## src/rtl/multicycle_addsub.sv

```systemverilog
// multicycle_addsub: WIDTH-bit add/subtract done as NCHUNK = WIDTH/CHUNK
// sequential CHUNK-bit slices, keeping the carry chain short.
//
// Ports:
//   clk, rst_n          clock, asynchronous active-low reset
//   in_valid / in_ready operand handshake (ready only in IDLE)
//   A, B, Cin, Sub      operands; Sub=1 computes A-B and ignores Cin
//   out_valid/out_ready result handshake (valid only in DONE)
//   Sum, Cout, Ovf, Zero registered result and flags; they change only when
//                       a result completes and hold until the next one
module multicycle_addsub #(
   parameter int WIDTH = 16,
   parameter int CHUNK = 4
) (
   input  logic             clk,
   input  logic             rst_n,
   input  logic             in_valid,
   output logic             in_ready,
   input  logic [WIDTH-1:0] A,
   input  logic [WIDTH-1:0] B,
   input  logic             Cin,
   input  logic             Sub,
   output logic             out_valid,
   input  logic             out_ready,
   output logic [WIDTH-1:0] Sum,
   output logic             Cout,
   output logic             Ovf,
   output logic             Zero
);

   localparam int NCHUNK = WIDTH / CHUNK;
   localparam int IDXW   = (NCHUNK > 1) ? $clog2(NCHUNK) : 1;

   typedef enum logic [1:0] {IDLE, RUN, DONE} state_t;

   state_t            state;
   logic [WIDTH-1:0]  opa, opb, res;
   logic              carry;
   logic [IDXW-1:0]   idx;

   logic [CHUNK:0]    slice;
   logic [WIDTH-1:0]  res_nxt;
   logic              last;
   logic              msb_cin;

   assign in_ready = (state == IDLE);
   assign last     = (idx == IDXW'(NCHUNK - 1));

   // One slice of the add; opb already holds ~B for subtract, carry holds 1.
   always_comb begin
      slice = {1'b0, opa[idx*CHUNK +: CHUNK]} + {1'b0, opb[idx*CHUNK +: CHUNK]}
              + {{CHUNK{1'b0}}, carry};
      res_nxt = res;
      res_nxt[idx*CHUNK +: CHUNK] = slice[CHUNK-1:0];
      // Carry into the MSB recovered from its sum bit; meaningful on the last slice.
      msb_cin = opa[WIDTH-1] ^ opb[WIDTH-1] ^ res_nxt[WIDTH-1];
   end

   always_ff @(posedge clk or negedge rst_n) begin
      if (!rst_n) begin
         state     <= IDLE;
         opa       <= '0;
         opb       <= '0;
         res       <= '0;
         carry     <= 1'b0;
         idx       <= '0;
         out_valid <= 1'b0;
         Sum       <= '0;
         Cout      <= 1'b0;
         Ovf       <= 1'b0;
         Zero      <= 1'b0;
      end else begin
         case (state)
            IDLE: begin
               if (in_valid) begin
                  opa   <= A;
                  opb   <= Sub ? ~B : B;
                  carry <= Sub ? 1'b1 : Cin;
                  idx   <= '0;
                  state <= RUN;
               end
            end
            RUN: begin
               res   <= res_nxt;
               carry <= slice[CHUNK];
               idx   <= idx + IDXW'(1);
               if (last) begin
                  Sum       <= res_nxt;
                  Cout      <= slice[CHUNK];
                  Ovf       <= msb_cin ^ slice[CHUNK];
                  Zero      <= ~|res_nxt;
                  out_valid <= 1'b1;
                  state     <= DONE;
               end
            end
            DONE: begin
               if (out_ready) begin
                  out_valid <= 1'b0;
                  state     <= IDLE;
               end
            end
            default: state <= IDLE;
         endcase
      end
   end

endmodule
```

## config.mk

```make
export PLATFORM = sky130hd
export DESIGN_NAME = multicycle_addsub
export DESIGN_NICKNAME = d
export VERILOG_FILES = /design/src/rtl/multicycle_addsub.sv
export SDC_FILE = /design/constraint.sdc
export NUM_CORES = 1
export LEC_CHECK = 0
export CORE_MARGIN = 2
export CORE_UTILIZATION = 58
export DETAILED_ROUTE_END_ITERATION = 8
export GPL_TIMING_DRIVEN = 0
export PLACE_DENSITY = 0.86
export SYNTH_ARGS = -nofsm -noshare
export SYNTH_HDL_FRONTEND = slang
export SYNTH_SLANG_ARGS = --single-unit
```

## constraint.sdc

```tcl
create_clock -name clk -period 8.15 [get_ports clk]
set_input_delay 0.815 -clock clk [delete_from_list [all_inputs] [get_ports clk]]
set_output_delay 0.815 -clock clk [all_outputs]
set_load 0.005 [all_outputs]
```

==> reports/summary.log <==
qor: hold_path.hold_class reg -> reg
qor: status.result_of_the_run finished clean
qor: timing.finalClockSkew 0.0104 ns
qor: logic_synthesis.asyncSetResetFlopFracSynth 100%
qor: placement.place_hpwl 5.80 mm
qor: finish.fin_nets 460
qor: cts.cts_max_level 3
qor: hold_path.hold-path-endpoint Sum[1]
qor: cts.cts_tree built
qor: timing.timing.final.max_slew_violations 0
qor: logic_synthesis.mappedNetlistArea 0.00366 sq mm
qor: cts.cts.hold.buffers_added 0
qor: worst_setup_path.crit_path_max_incr_delay 0.58 ns
qor: routing.wire_per_inst 16.2 um
qor: flow_run.maxCapViolCount 0
qor: worst_setup_path.worst_ep_arrival_time 3.85 ns
qor: die.die-height 83.4 um
qor: logic_synthesis.number_of_enable_flip_flop_cells_after_synthesis 0
qor: routing.drt_drc_violations_left 0
qor: placement.port_buffers 57
qor: worst_setup_path.r2r.worst_path.cells 11
qor: timing.tns 0 ns
qor: cts.clock_latency 0.35 ns
qor: logic_synthesis.yosysSeqAreaShare 49.9%
qor: routing.viasPerCell 5.76
qor: worst_setup_path.crit_required 8.41 ns
qor: hold_path.hold_path_startpoint Sum[1]
qor: logic_synthesis.synthDistinctLibCells 41
qor: power.static-leakage-power 1.90 nW
qor: global_routing.first_global_vias 2861
qor: routing.detail_route.first_pass.iterations 4
qor: worst_setup_path.endpoint_of_the_worst_slack_reg_to_reg_timing_path Zero
qor: global_routing.grt_remaining_overflow 0
qor: worst_setup_path.rr_startpoint idx[0]
qor: worst_setup_path.rrSetupSlack 4.55 ns
qor: power.max-vdd-ir-drop 275 uV
qor: worst_setup_path.largest_fanout_on_the_critical_path 10
qor: routing.routed_wirelength 7.94 mm
qor: routing.drt_first_iter_violations 175
qor: finish.register_area 0.00183 sq mm
qor: placement.routabilityCongestion 0.853
qor: timing.worst_slew_pin_slew 0.908 ns
qor: cts.cts_buffer_depth 2
qor: global_routing.grt_start_max_net_pins 74
qor: timing.timing.final.setup_violations 0
qor: finish.layout_commonest_cell sky130_fd_sc_hd__dfrtp_1
qor: finish.area_growth_syn_to_layout 23.8%
qor: logic_synthesis.synth_ff_type sky130_fd_sc_hd__dfrtp_1
qor: logic_synthesis.post_synth_main_area_contributors sky130_fd_sc_hd__dfrtp_1 (50%), sky130_fd_sc_hd__mux2_2 (5.5%), sky130_fd_sc_hd__xnor2_1 (5.0%)
qor: timing.grt_setup_unrepaired false
qor: routing.route.vias.total 2824
qor: worst_setup_path.slowest_cell_on_the_critical_path sky130_fd_sc_hd__mux4_2
qor: timing.timing_hold_violations_final 0
qor: cts.cts-buffers-inserted 9
qor: die.die_area 0.00696 sq mm
qor: finish.multi_input_area 0.00170 sq mm
qor: worst_setup_path.start_kind flop
qor: global_routing.grt_pass1_wl 13.5 mm
qor: die.ioPinCount 59
qor: die.design.core.area 0.00603 sq mm
qor: finish.fin_area 0.00453 sq mm
qor: placement.place_inst 475
qor: finish.finish.utilization 75.2%
qor: finish.layout.cells.non_filler 490
qor: worst_setup_path.critical_path.cell_chain buf_4 > buf_2 > mux4_2 > fa_1 > inv_1 > fa_1 > xor2_1 > nor3_1 > a2111oi_4 > nand3_1 > o41ai_2
qor: timing.post-route-worst-setup-slack 4.55 ns
qor: logic_synthesis.synthesis.instances 343
qor: finish.layout.cells.most_common_list sky130_fd_sc_hd__dfrtp_1 (73), sky130_fd_sc_hd__clkdlybuf4s50_1 (56), sky130_fd_sc_hd__nand2_1 (40), sky130_fd_sc_hd__a21oi_1 (33), sky130_fd_sc_hd__nor2_1 (32)
qor: finish.fillers 459
qor: global_routing.grt_antenna_before_repair 0
qor: timing.final_min_period_over_clock_period 44.1%
qor: worst_setup_path.crit_top_cell sky130_fd_sc_hd__fa_1
qor: die.core.rowCount 28
qor: logic_synthesis.synth.ff_latch_count 73
qor: logic_synthesis.synth_largest_type_area_fraction 49.9%
qor: placement.post-place-ws 4.58 ns
qor: timing.period_needed 3.60 ns
qor: logic_synthesis.synthesis.nets 392
qor: cts.cts_root_buf sky130_fd_sc_hd__clkbuf_8
qor: placement.dpl-instance-area 0.00432 sq mm
qor: logic_synthesis.post-synth-top-area-cell sky130_fd_sc_hd__dfrtp_1
qor: worst_setup_path.worstSetupStartpoint idx[0]
qor: global_routing.grt.total_usage 24.4%
qor: finish.antennaDiodeCount 0
qor: logic_synthesis.synth.avg_cell_area 10.7 sq um
qor: die.floorplan.die.width 83.4 um
qor: cts.clk_transition_reported_paths 0.08 ns
qor: logic_synthesis.synth-warning-count 0
qor: power.power_per_cell_area 469 mW/mm^2
qor: timing.max_freq 278 MHz
qor: timing.maxSlewHeadroom 39.5%
qor: cts.cts_repair_resize_count 0
qor: finish.drive_above_1_share 13.3%
qor: worst_setup_path.criticalPathCategory reg -> reg
qor: cts.setup_fix_buffers_added_after_clock_tree_synthesis 0
qor: worst_setup_path.critPathCaptureType flop
qor: cts.clock_sinks 73
qor: routing.residual_antenna_violating_net_count_after_detailed_routing 0
qor: hold_path.min_delay_path_depth 2
qor: die.initial_core_util 60.7%
## logic make-up after synthesis
kind of cell | Yosys count | share of synthesized area (%)
xor+xnor | 22 | 5.27
flops | 73 | 49.9
compound gates | 82 | 14.3
buf+inv | 31 | 3.62
mux | 28 | 11.0
simple gates | 96 | 11.8
fa+ha+maj | 11 | 4.17
## synth_stat cells, types with 2 or more instances
master,count
sky130_fd_sc_hd__and2_1,2
sky130_fd_sc_hd__inv_1,13
sky130_fd_sc_hd__mux2i_1,2
sky130_fd_sc_hd__clkbuf_1,7
sky130_fd_sc_hd__nor4_1,2
sky130_fd_sc_hd__buf_2,10
sky130_fd_sc_hd__nand4bb_1,2
sky130_fd_sc_hd__nand3b_1,3
sky130_fd_sc_hd__a22o_1,6
sky130_fd_sc_hd__dfrtp_1,73
sky130_fd_sc_hd__o21ai_0,23
sky130_fd_sc_hd__a22oi_1,7
sky130_fd_sc_hd__a21oi_1,33
sky130_fd_sc_hd__nand2_1,40
sky130_fd_sc_hd__nor3_1,5
sky130_fd_sc_hd__fa_1,2
sky130_fd_sc_hd__xnor2_1,21
sky130_fd_sc_hd__a32o_1,2
sky130_fd_sc_hd__mux2_2,18
sky130_fd_sc_hd__o31ai_1,3
sky130_fd_sc_hd__nor2_1,32
sky130_fd_sc_hd__mux4_2,8
sky130_fd_sc_hd__ha_1,9
sky130_fd_sc_hd__nand3_1,3
## cell type report
class / count / share of cell area, %
flip-flops and latches: 73 / 40.3
multi-input cells: 239 / 37.5
repair buffers: 57 / 12.5
clock buffers: 12 / 3.20
well taps: 75 / 2.07
plain buffers: 18 / 1.85
clock inverters: 3 / 1.44
inverters: 13 / 1.08
## flip-flops by register name, summed over array words and instances, names as in the netlist
name,flops
Zero,1
Sum,16
carry,1
Cout,1
opa,16
Ovf,1
opb,16
state,2
out_valid,1
res,16
idx,2
## per-layer routing
metal / part of all wire [%] / track usage, % / routed length [um] / up-vias
met5: 0 / 0 / 0 / -
met4: 2.0 / 9.97 / 161 / 0
met3: 4.7 / 4.27 / 372 / 17
met2: 50 / 41.6 / 3990 / 86
met1: 43 / 31.1 / 3410 / 1380
li1: - / - / - / 1341
## where the power goes
| group | internal (W) | switching (W) | total, W |
|---|---|---|---|
| Combinational | 0.000528 | 0.000675 | 0.00120 |
| Sequential | 0.000520 | 0.0000980 | 0.000618 |
| Clock | 0.000179 | 0.000127 | 0.000306 |
## critical path: cells and delay by family (launching register included)
family	cells	cell delay, ns
buffers and inverters	3	0.59
DFF	1	0.41
adders and majority gates	2	0.63
muxes	1	0.58
xor gates and xnor gates	1	0.39
AOI/OAI and AO/OA	2	0.56
and+or+nand+nor	2	0.33
## metrics by stage
| stage | total power [W] | hold WS (ns) |
|---|---|---|
| floorplan | 0.00144 | 0.449 |
| global placement | 0.00177 | 0.463 |
| detailed placement | 0.00181 | 0.469 |
| CTS | 0.00212 | 0.486 |
| global route | 0.00228 | 0.521 |
| finish | 0.00213 | 0.481 |
## worst max path at each step
| stage | endpoint | cells past startpoint |
|---|---|---|
| after floorplan | Zero | 11 |
| after global placement | opb[12] | 1 |
| after detailed placement | Zero | 11 |
| after CTS | Zero | 11 |
| after global routing | Zero | 11 |
| final | Zero | 11 |
Power figures use the tool's default switching activity.
